`src/rtl/apb4_splitter_pkg.sv`:
```
// Shared types and the priority address-decode function for the APB4 1-to-N splitter.
// The APB4_SPLITTER_SEC_CHK_EN option lives in apb4_splitter.sv; nothing here depends on it.
package apb4_splitter_pkg;

   localparam int MAX_SLV = 16;
   localparam int MAX_AW  = 64;
   localparam int IDX_W   = 4;

   typedef enum logic [1:0] {
      ST_IDLE   = 2'd0,
      ST_ACCESS = 2'd1,
      ST_TMO    = 2'd2
   } state_t;

   typedef struct packed {
      logic [IDX_W-1:0] idx;
      logic             miss;
   } dec_res_t;

   // Walks from the top index down so the lowest matching window is the one left standing.
   function automatic dec_res_t win_decode(
      input logic [MAX_AW-1:0]         addr,
      input logic [MAX_SLV*MAX_AW-1:0] base,
      input logic [MAX_SLV*MAX_AW-1:0] mask,
      input int                        num_slv
   );
      dec_res_t r;
      r.idx  = '0;
      r.miss = 1'b1;
      for (int i = MAX_SLV - 1; i >= 0; i--) begin
         if ((i < num_slv) &&
             ((addr & mask[i*MAX_AW +: MAX_AW]) ==
              (base[i*MAX_AW +: MAX_AW] & mask[i*MAX_AW +: MAX_AW]))) begin
            r.idx  = IDX_W'(i);
            r.miss = 1'b0;
         end
      end
      return r;
   endfunction

endpackage

```
`src/rtl/apb4_addr_dec.sv`:
```
// Combinational priority decoder: maps PADDR onto the lowest-numbered matching slave window.
// Independent of APB4_SPLITTER_SEC_CHK_EN; the secure-slave filter is applied by the top.
module apb4_addr_dec
   import apb4_splitter_pkg::*;
#(
   parameter int                      NUM_SLV  = 4,
   parameter int                      ADDR_W   = 32,
   parameter logic [NUM_SLV*ADDR_W-1:0] SLV_BASE = '0,
   parameter logic [NUM_SLV*ADDR_W-1:0] SLV_MASK = '0
) (
   input  logic [ADDR_W-1:0] paddr_i,
   output logic [IDX_W-1:0]  idx_o,
   output logic              miss_o
);

   logic [MAX_AW-1:0]         addr_x;
   logic [MAX_SLV*MAX_AW-1:0] base_x;
   logic [MAX_SLV*MAX_AW-1:0] mask_x;
   dec_res_t                  res;

   // Zero-extend everything to the package's fixed widths so one function serves all configurations.
   always_comb begin
      addr_x = '0;
      base_x = '0;
      mask_x = '0;
      addr_x[ADDR_W-1:0] = paddr_i;
      for (int i = 0; i < NUM_SLV; i++) begin
         base_x[i*MAX_AW +: ADDR_W] = SLV_BASE[i*ADDR_W +: ADDR_W];
         mask_x[i*MAX_AW +: ADDR_W] = SLV_MASK[i*ADDR_W +: ADDR_W];
      end
      res = win_decode(addr_x, base_x, mask_x, NUM_SLV);
   end

   assign idx_o  = res.idx;
   assign miss_o = res.miss;

endmodule

```
`src/rtl/apb4_splitter.sv`:
```
// APB4 1-to-N splitter: zero-latency decode, PSLVERR on unmapped addresses, access-phase timeout.
// Optional macro APB4_SPLITTER_SEC_CHK_EN: non-secure accesses to SLV_SECURE slaves become misses.
module apb4_splitter
   import apb4_splitter_pkg::*;
#(
   parameter int                        NUM_SLV    = 4,
   parameter int                        ADDR_W     = 32,
   parameter int                        DATA_W     = 32,
   parameter logic [NUM_SLV*ADDR_W-1:0] SLV_BASE   = '0,
   parameter logic [NUM_SLV*ADDR_W-1:0] SLV_MASK   = '0,
   parameter int                        TMO_CYCLES = 256,
   parameter logic [NUM_SLV-1:0]        SLV_SECURE = '0
) (
   input  logic                     clk_i,
   input  logic                     rst_n_i,
   input  logic [ADDR_W-1:0]        s_paddr_i,
   input  logic [2:0]               s_pprot_i,
   input  logic                     s_psel_i,
   input  logic                     s_penable_i,
   input  logic                     s_pwrite_i,
   input  logic [DATA_W-1:0]        s_pwdata_i,
   input  logic [DATA_W/8-1:0]      s_pstrb_i,
   output logic                     s_pready_o,
   output logic [DATA_W-1:0]        s_prdata_o,
   output logic                     s_pslverr_o,
   output logic [ADDR_W-1:0]        m_paddr_o,
   output logic [2:0]               m_pprot_o,
   output logic                     m_pwrite_o,
   output logic [DATA_W-1:0]        m_pwdata_o,
   output logic [DATA_W/8-1:0]      m_pstrb_o,
   output logic                     m_penable_o,
   output logic [NUM_SLV-1:0]       m_psel_o,
   input  logic [NUM_SLV-1:0]       m_pready_i,
   input  logic [NUM_SLV*DATA_W-1:0] m_prdata_i,
   input  logic [NUM_SLV-1:0]       m_pslverr_i,
   output logic                     tmo_o,
   output logic [1:0]               dbg_state_o
);

   localparam int               CNT_W    = (TMO_CYCLES > 0) ? $clog2(TMO_CYCLES + 1) : 1;
   localparam bit               TMO_EN   = (TMO_CYCLES != 0);
   localparam logic [CNT_W-1:0] CNT_LAST = (TMO_CYCLES > 0) ? CNT_W'(TMO_CYCLES - 1) : '0;

   // Handshake: a transfer is a setup cycle (psel & ~penable) followed by access cycles
   // (psel & penable); it completes on the first access cycle where pready is high, and
   // pslverr/prdata are only meaningful in that cycle.

   state_t             state_q, state_d;
   logic [IDX_W-1:0]   sel_q, sel_d;
   logic               miss_q, miss_d;
   logic [CNT_W-1:0]   cnt_q, cnt_d;

   logic [IDX_W-1:0]   dec_idx;
   logic               dec_miss_raw;
   logic               dec_miss;
   logic               rdy_mux;
   logic               err_mux;
   logic [DATA_W-1:0]  data_mux;
   logic               resp_rdy;

   assign m_paddr_o   = s_paddr_i;
   assign m_pprot_o   = s_pprot_i;
   assign m_pwrite_o  = s_pwrite_i;
   assign m_pwdata_o  = s_pwdata_i;
   assign m_pstrb_o   = s_pstrb_i;
   assign m_penable_o = s_penable_i;
   assign dbg_state_o = state_q;

   apb4_addr_dec #(
      .NUM_SLV  (NUM_SLV),
      .ADDR_W   (ADDR_W),
      .SLV_BASE (SLV_BASE),
      .SLV_MASK (SLV_MASK)
   ) u_dec (
      .paddr_i (s_paddr_i),
      .idx_o   (dec_idx),
      .miss_o  (dec_miss_raw)
   );

`ifdef APB4_SPLITTER_SEC_CHK_EN
   logic sec_hit;

   always_comb begin
      sec_hit = 1'b0;
      for (int i = 0; i < NUM_SLV; i++) begin
         if (dec_idx == IDX_W'(i)) sec_hit = SLV_SECURE[i];
      end
   end

   // pprot[1] set means a non-secure access.
   assign dec_miss = dec_miss_raw | (sec_hit & s_pprot_i[1]);
`else
   logic unused_sec;

   assign unused_sec = ^SLV_SECURE;
   assign dec_miss   = dec_miss_raw;
`endif

   always_comb begin
      rdy_mux  = 1'b0;
      err_mux  = 1'b0;
      data_mux = '0;
      for (int i = 0; i < NUM_SLV; i++) begin
         if (sel_q == IDX_W'(i)) begin
            rdy_mux  = m_pready_i[i];
            err_mux  = m_pslverr_i[i];
            data_mux = m_prdata_i[i*DATA_W +: DATA_W];
         end
      end
   end

   // A latched miss answers on its first access cycle, so it always counts as ready.
   assign resp_rdy = miss_q | rdy_mux;

   always_ff @(posedge clk_i or negedge rst_n_i) begin
      if (!rst_n_i) begin
         state_q <= ST_IDLE;
         sel_q   <= '0;
         miss_q  <= 1'b0;
         cnt_q   <= '0;
      end else begin
         state_q <= state_d;
         sel_q   <= sel_d;
         miss_q  <= miss_d;
         cnt_q   <= cnt_d;
      end
   end

   always_comb begin
      state_d     = state_q;
      sel_d       = sel_q;
      miss_d      = miss_q;
      cnt_d       = cnt_q;
      m_psel_o    = '0;
      s_pready_o  = 1'b0;
      s_pslverr_o = 1'b0;
      s_prdata_o  = '0;
      tmo_o       = 1'b0;

      case (state_q)
         ST_IDLE: begin
            // Setup is forwarded in the same cycle it is decoded.
            if (s_psel_i && !s_penable_i) begin
               state_d = ST_ACCESS;
               sel_d   = dec_idx;
               miss_d  = dec_miss;
               cnt_d   = '0;
               for (int i = 0; i < NUM_SLV; i++) begin
                  m_psel_o[i] = !dec_miss && (dec_idx == IDX_W'(i));
               end
            end
         end

         ST_ACCESS: begin
            if (!s_psel_i) begin
               state_d = ST_IDLE;
            end else begin
               for (int i = 0; i < NUM_SLV; i++) begin
                  m_psel_o[i] = !miss_q && (sel_q == IDX_W'(i));
               end
               if (miss_q) begin
                  s_pready_o  = 1'b1;
                  s_pslverr_o = 1'b1;
               end else begin
                  s_pready_o  = rdy_mux;
                  s_pslverr_o = err_mux;
                  s_prdata_o  = data_mux;
               end

               if (s_penable_i && resp_rdy) begin
                  state_d = ST_IDLE;
               end else if (TMO_EN && (cnt_q == CNT_LAST) && !resp_rdy) begin
                  state_d = ST_TMO;
               end else if (s_penable_i && !resp_rdy && (cnt_q != {CNT_W{1'b1}})) begin
                  cnt_d = cnt_q + 1'b1;
               end
            end
         end

         ST_TMO: begin
            // Slave is already deselected here, so any late pready it raises goes nowhere.
            s_pready_o  = 1'b1;
            s_pslverr_o = 1'b1;
            tmo_o       = 1'b1;
            state_d     = ST_IDLE;
         end

         default: begin
            state_d = ST_IDLE;
         end
      endcase
   end

endmodule

```
`config.mk`:
```
export PLATFORM = sky130hd
export DESIGN_NAME = apb4_splitter
export DESIGN_NICKNAME = d
export VERILOG_FILES = /design/src/rtl/apb4_splitter_pkg.sv /design/src/rtl/apb4_addr_dec.sv /design/src/rtl/apb4_splitter.sv
export SDC_FILE = /design/constraint.sdc
export NUM_CORES = 1
export LEC_CHECK = 0
export ABC_CLOCK_PERIOD_IN_PS = 3200
export CAP_MARGIN = 5
export CORE_AREA = 3 3 126 128
export DETAILED_ROUTE_END_ITERATION = 10
export DIE_AREA = 0 0 129 131
export GPL_TIMING_DRIVEN = 0
export PLACE_DENSITY = 0.54
export SETUP_SLACK_MARGIN = 0.2
export SLEW_MARGIN = 20
export SYNTH_ARGS = -nofsm -noshare
export SYNTH_HDL_FRONTEND = slang
export SYNTH_SLANG_ARGS = --single-unit
```
`constraint.sdc`:
```
create_clock -name clk_i -period 3.2 [get_ports clk_i]
set_input_delay 0.64 -clock clk_i [delete_from_list [all_inputs] [get_ports clk_i]]
set_output_delay 0.64 -clock clk_i [all_outputs]
set_load 0.05 [all_outputs]
```
Yosys cells after proc, flatten, opt, wreduce, memory -nomap -nowiden:

Cells that the tools add are included.

* $add $sub $neg: 1
* multiply operators: 0
* divide/modulo/power cells: 0
* $lt $le $gt $ge: 0
* equality and inequality tests: 10
* shift operators: 0
* multiplexer cells: 21
* bitwise gates (word level): 0
* reductions and logical operators: 11

Operator list (count)
* $mux W32: 2
* $mux W9: 5
* $pmux W9 S2: 1
* $ne A2 B2 Y1 const B: 5
* $add A9 B1 Y9 const B: 1
* $eq A9 B8 Y1 const B: 1
* $ne A9 B9 Y1 const B: 1
* $mux W2: 4
* $pmux W1 S2: 3
* $reduce_and A6 Y1: 1
* $logic_and A1 B1 Y1: 5
* $mux W1: 5
* $ne A4 B4 Y1 const B: 1
* $pmux W2 S2: 1
* $eq A2 B1 Y1 const B: 1
* $eq A2 B2 Y1 const B: 1
* $logic_not A1 Y1: 2
* $logic_not A2 Y1: 1
* $reduce_and A2 Y1: 1
* $reduce_bool A2 Y1: 1

* register bits: 11
* bits in latches: 0
* bits in writable memories: 0
* bits in read-only memories: 0
* output and inout port bits: 114
* word-level logic and storage cells: 45
* memories: 0

Logic depth before layout (Yosys ltp):

* word-level depth: 8
* depth in mapped cells: 9

Modules after synthesis:

A second synthesis with hierarchy kept.

* cell total of the unflattened synthesis: 348
* area, all modules: 2621.3 µm²

Modules (own cells, without submodules)
* apb4_splitter: instances 1, cells each 342, area each 2580.0 µm², sequential area each 400.4 µm²
* apb4_addr_dec: instances 1, cells each 6, area each 41.3 µm², sequential area each 0.0 µm²

Least setup slack after synthesis:

No wires, ideal clock.

* kind: register to output
* start point: register state_q[1], in the netlist dbg_state_o[1]
* end point: output s_pready_o
* arrival: 2.047 ns
* required time: 2.560 ns
* path slack: 0.513 ns
* stages on the path, launching flop included: 6
* cells stage by stage: dfrtp_1 > inv_1 > ha_1 > clkbuf_1 > a31oi_1 > nor2b_1

* cells in the longest elaborated chain, start to end: 2

Ends and longest elaborated chain
* start: declaration: RTL line apb4_splitter.sv:48 `state_t state_q, state_d;`
* start signal: assignment: RTL line apb4_splitter.sv:122 `state_q <= state_d;`
* $eq A2 B2 Y1 / $eq A2 B1 Y1 (equally long branches): RTL line apb4_splitter.sv:140 `case (state_q)`
* $pmux W1 S2 (*): RTL line apb4_splitter.sv:140
* end: declaration: RTL line apb4_splitter.sv:23 `output logic s_pready_o,`

Every way passes the cells marked *; elsewhere a longest branch is shown, timed or not.

Worst setup path in the final report:

* start point: input s_psel_i
* end point: output s_prdata_o[3]

* cells in the longest elaborated chain, start to end: 2

Ends and longest elaborated chain
* start: declaration: RTL line apb4_splitter.sv:18 `input logic s_psel_i,`
* $mux W32: RTL line apb4_splitter.sv:155 `if (!s_psel_i) begin`
* $mux W32: RTL line apb4_splitter.sv:140
* end: declaration: RTL line apb4_splitter.sv:24 `output logic [DATA_W-1:0] s_prdata_o,`

No other way between the ends.

==> flow_summary.toml <==
[logic_synthesis]
ys_warn_count = 0
synth_common_cells = "buf_4 (76), and3_1 (33), dfrtp_1 (11)"
synth_async_sr_flop_share_pct = 100
synthCells = 193
yosys-top-cells-area = "buf_4 (37%), dfrtp_1 (18%), and3_1 (13%)"
ys_ff_latch = 11
ys_seq_area_share_pct = 17.8
yosysMostFrequentCell = "buf_4"
synth_flop_cell = "dfrtp_1"
syn_avg_cell_area_um2 = 8.03
synth_cell_types = 32
synth_largest_area_cell = "buf_4"
syn_area_mm2 = 0.00155
synthDominantCellAreaShare_pct = 36.8
synth_edf_count = 0

[clock_tree]
cts_buffers = 3
cts_root_buffer = "clkbuf_16"
clkSinkCount = 11
clock_latency_ps = 240
hold_buffers = 0
cts_tree = "built"
htree_levels = 1
cts_setup_buffers = 0
clock_path_buffers = 2
clkTransAtPathRegs_ps = 40

[sta]
fin_crit_ps = 2930
worst_slack_ps = 272
rsz0062_at_grt = "false"
hold_ws_ps = 502
slew_headroom_pct = 57.8
drv_slew = 0
tns_ps = 0
tightest_slew_ps = 631
final-setup-viol-count = 0
finalHoldViolCount = 0
fmax_mhz = 342
skew_ps = 3.10
period_share_pct = 91.5

[critical_path]
critPathLaunch = "s_psel_i"
r2r_start = "cnt_q[0]"
critPathLaunchType = "input port"
crit_path_end_kind = "output pin"
cp.arrival_ps = 2290
critPathRequiredTime_ps = 2560
crit_path_max_fanout = 10
crit_type = "in -> out"

[die]
die_x_um = 129
coreArea_mm2 = 0.0150
die_area_mm2 = 0.0169
boundaryPins = 326
num_rows = 45
die_h_um = 131
initial_core_util_pct = 10.4

[detailed_routing]
wl_um = 7910
route.detailed.drc = 0
vias = 1902
drt_iter0_markers = 80
via_per_inst = 3.56
wl_per_cell_um = 14.8
drt_pass1_iterations = 4
postRouteAntennaNets = 0

[power]
clkPwrFrac_pct = 15.3
peakVddDrop_mv = 0.182
p_leak_nw = 1.57
power_switching_mw = 0.782
power.internal_mw = 0.699
powerDensity_mw_per_mm2 = 445
p_sw_share_pct = 52.8
seqPwrFrac_pct = 12.9
power_frac_comb_pct = 71.9

[hold_path]
hp-start = "cnt_q[2]"
holdCritPathClass = "reg -> reg"

[finish]
antenna_cells = 0
final_cells = 535
synthToLayoutAreaGrowth_pct = 115
finish.net_count = 566
drive_above_1_share_pct = 30.3
stdcell_area_mm2 = 0.00333

[placement]
dpl_worst_slack_ps = -529
dp_hpwl_um = 7180
dp.cells = 531
port_buffers = 148
placed_area_mm2 = 0.00327
gp_congestion = 0.720

[global_routing]
grt_pass1_wl_um = 10700
grt_overflow_total = 0
grt_max_degree = 12
grt_pass1_vias = 1851
grtUsageTotal_pct = 8.52
antenna_found_initial = 0

[outcome]
status = "completed"

[run]
drv_cap = 0
## layer usage
metal | track usage (%) | vias up | part of all wire, %
met1 | 9.88 | 824 | 38
li1 | - | 899 | -
met2 | 14.8 | 177 | 47
met5 | 0 | - | 0
met3 | 3.66 | 2 | 15
met4 | 1.48 | 0 | 0.72
## cell usage in the layout (no fill, tap or decap), types with 3 or more instances in the layout
| cell type | instances |
|---|---|
| clkdlybuf4s50_1 | 113 |
| buf_4 | 76 |
| and3_1 | 33 |
| dlygate4sd2_1 | 15 |
| clkdlybuf4s15_2 | 12 |
| dfrtp_1 | 11 |
| a31oi_1 | 8 |
| clkbuf_1 | 6 |
| ha_1 | 6 |
| clkbuf_2 | 5 |
| o21ai_0 | 5 |
| nand2_1 | 4 |
| inv_1 | 4 |
| a21oi_1 | 4 |
| nand3_1 | 3 |
| nor2b_1 | 3 |
| o21a_1 | 3 |
| a22o_1 | 3 |
| conb_1 | 3 |
| clkbuf_16 | 3 |
| buf_2 | 3 |
## stage by stage
stage	util, %	total power, mW
after global routing	22.2	1.56
final	22.2	1.48
after CTS	22.4	1.50
after global placement	21.9	1.28
after floorplan	-	0.918
after detailed placement	21.9	1.29
## state kept, by name (all words and copies together), names as in the netlist
signal       count
cnt_q            9
dbg_state_o      2
## power groups by stage
stage | clock network [mW] | registers [mW] | logic (mW)
after floorplan | 0 | 0.206 | 0.712
after global placement | 0 | 0.190 | 1.09
after detailed placement | 0 | 0.193 | 1.10
after CTS | 0.229 | 0.191 | 1.08
after global routing | 0.239 | 0.197 | 1.13
final | 0.226 | 0.190 | 1.06
## critical path: stages
cell,delay (ps)
clkdlybuf4s50_1,560
clkbuf_1,280
and3_1,220
dlygate4sd2_1,580
## layout make-up
cell class	count	area, µm²
clock buffer	4	78.8
multi-input combinational	96	667
buffer	84	607
tap	188	235
inverter	4	15.0
fill	1661	11700
sequential	11	275
timing repair buffer	148	1450
## logic make-up after synthesis
group,Yosys count,share of synthesized area (%)
flip-flops,11,17.8
adder cells (fa/ha/maj),6,4.84
AND/OR/NAND/NOR,52,21.5
other,1,0.242
buffers and inverters,88,39.7
multiplexers,2,1.37
XOR/XNOR,1,0.565
AO/OA/AOI/OAI,32,14.0
## final timing paths
path	slack [ps]	to	cells past startpoint
setup / recovery	270	s_prdata_o[3]	4
min in group asynchronous	740	cnt_q[4]	1
hold reg to reg	500	cnt_q[2]	1
max in group asynchronous	2120	dbg_state_o[1]	1
hold / removal	500	cnt_q[2]	1
setup reg to reg	480	cnt_q[5]	9
## repair_timing
action,in CTS,in global routing
resized for setup,69,17
endpoints found under the hold margin,0,0
endpoints found under the setup margin,35,22
No activity file was read; power rests on OpenSTA's default activity.
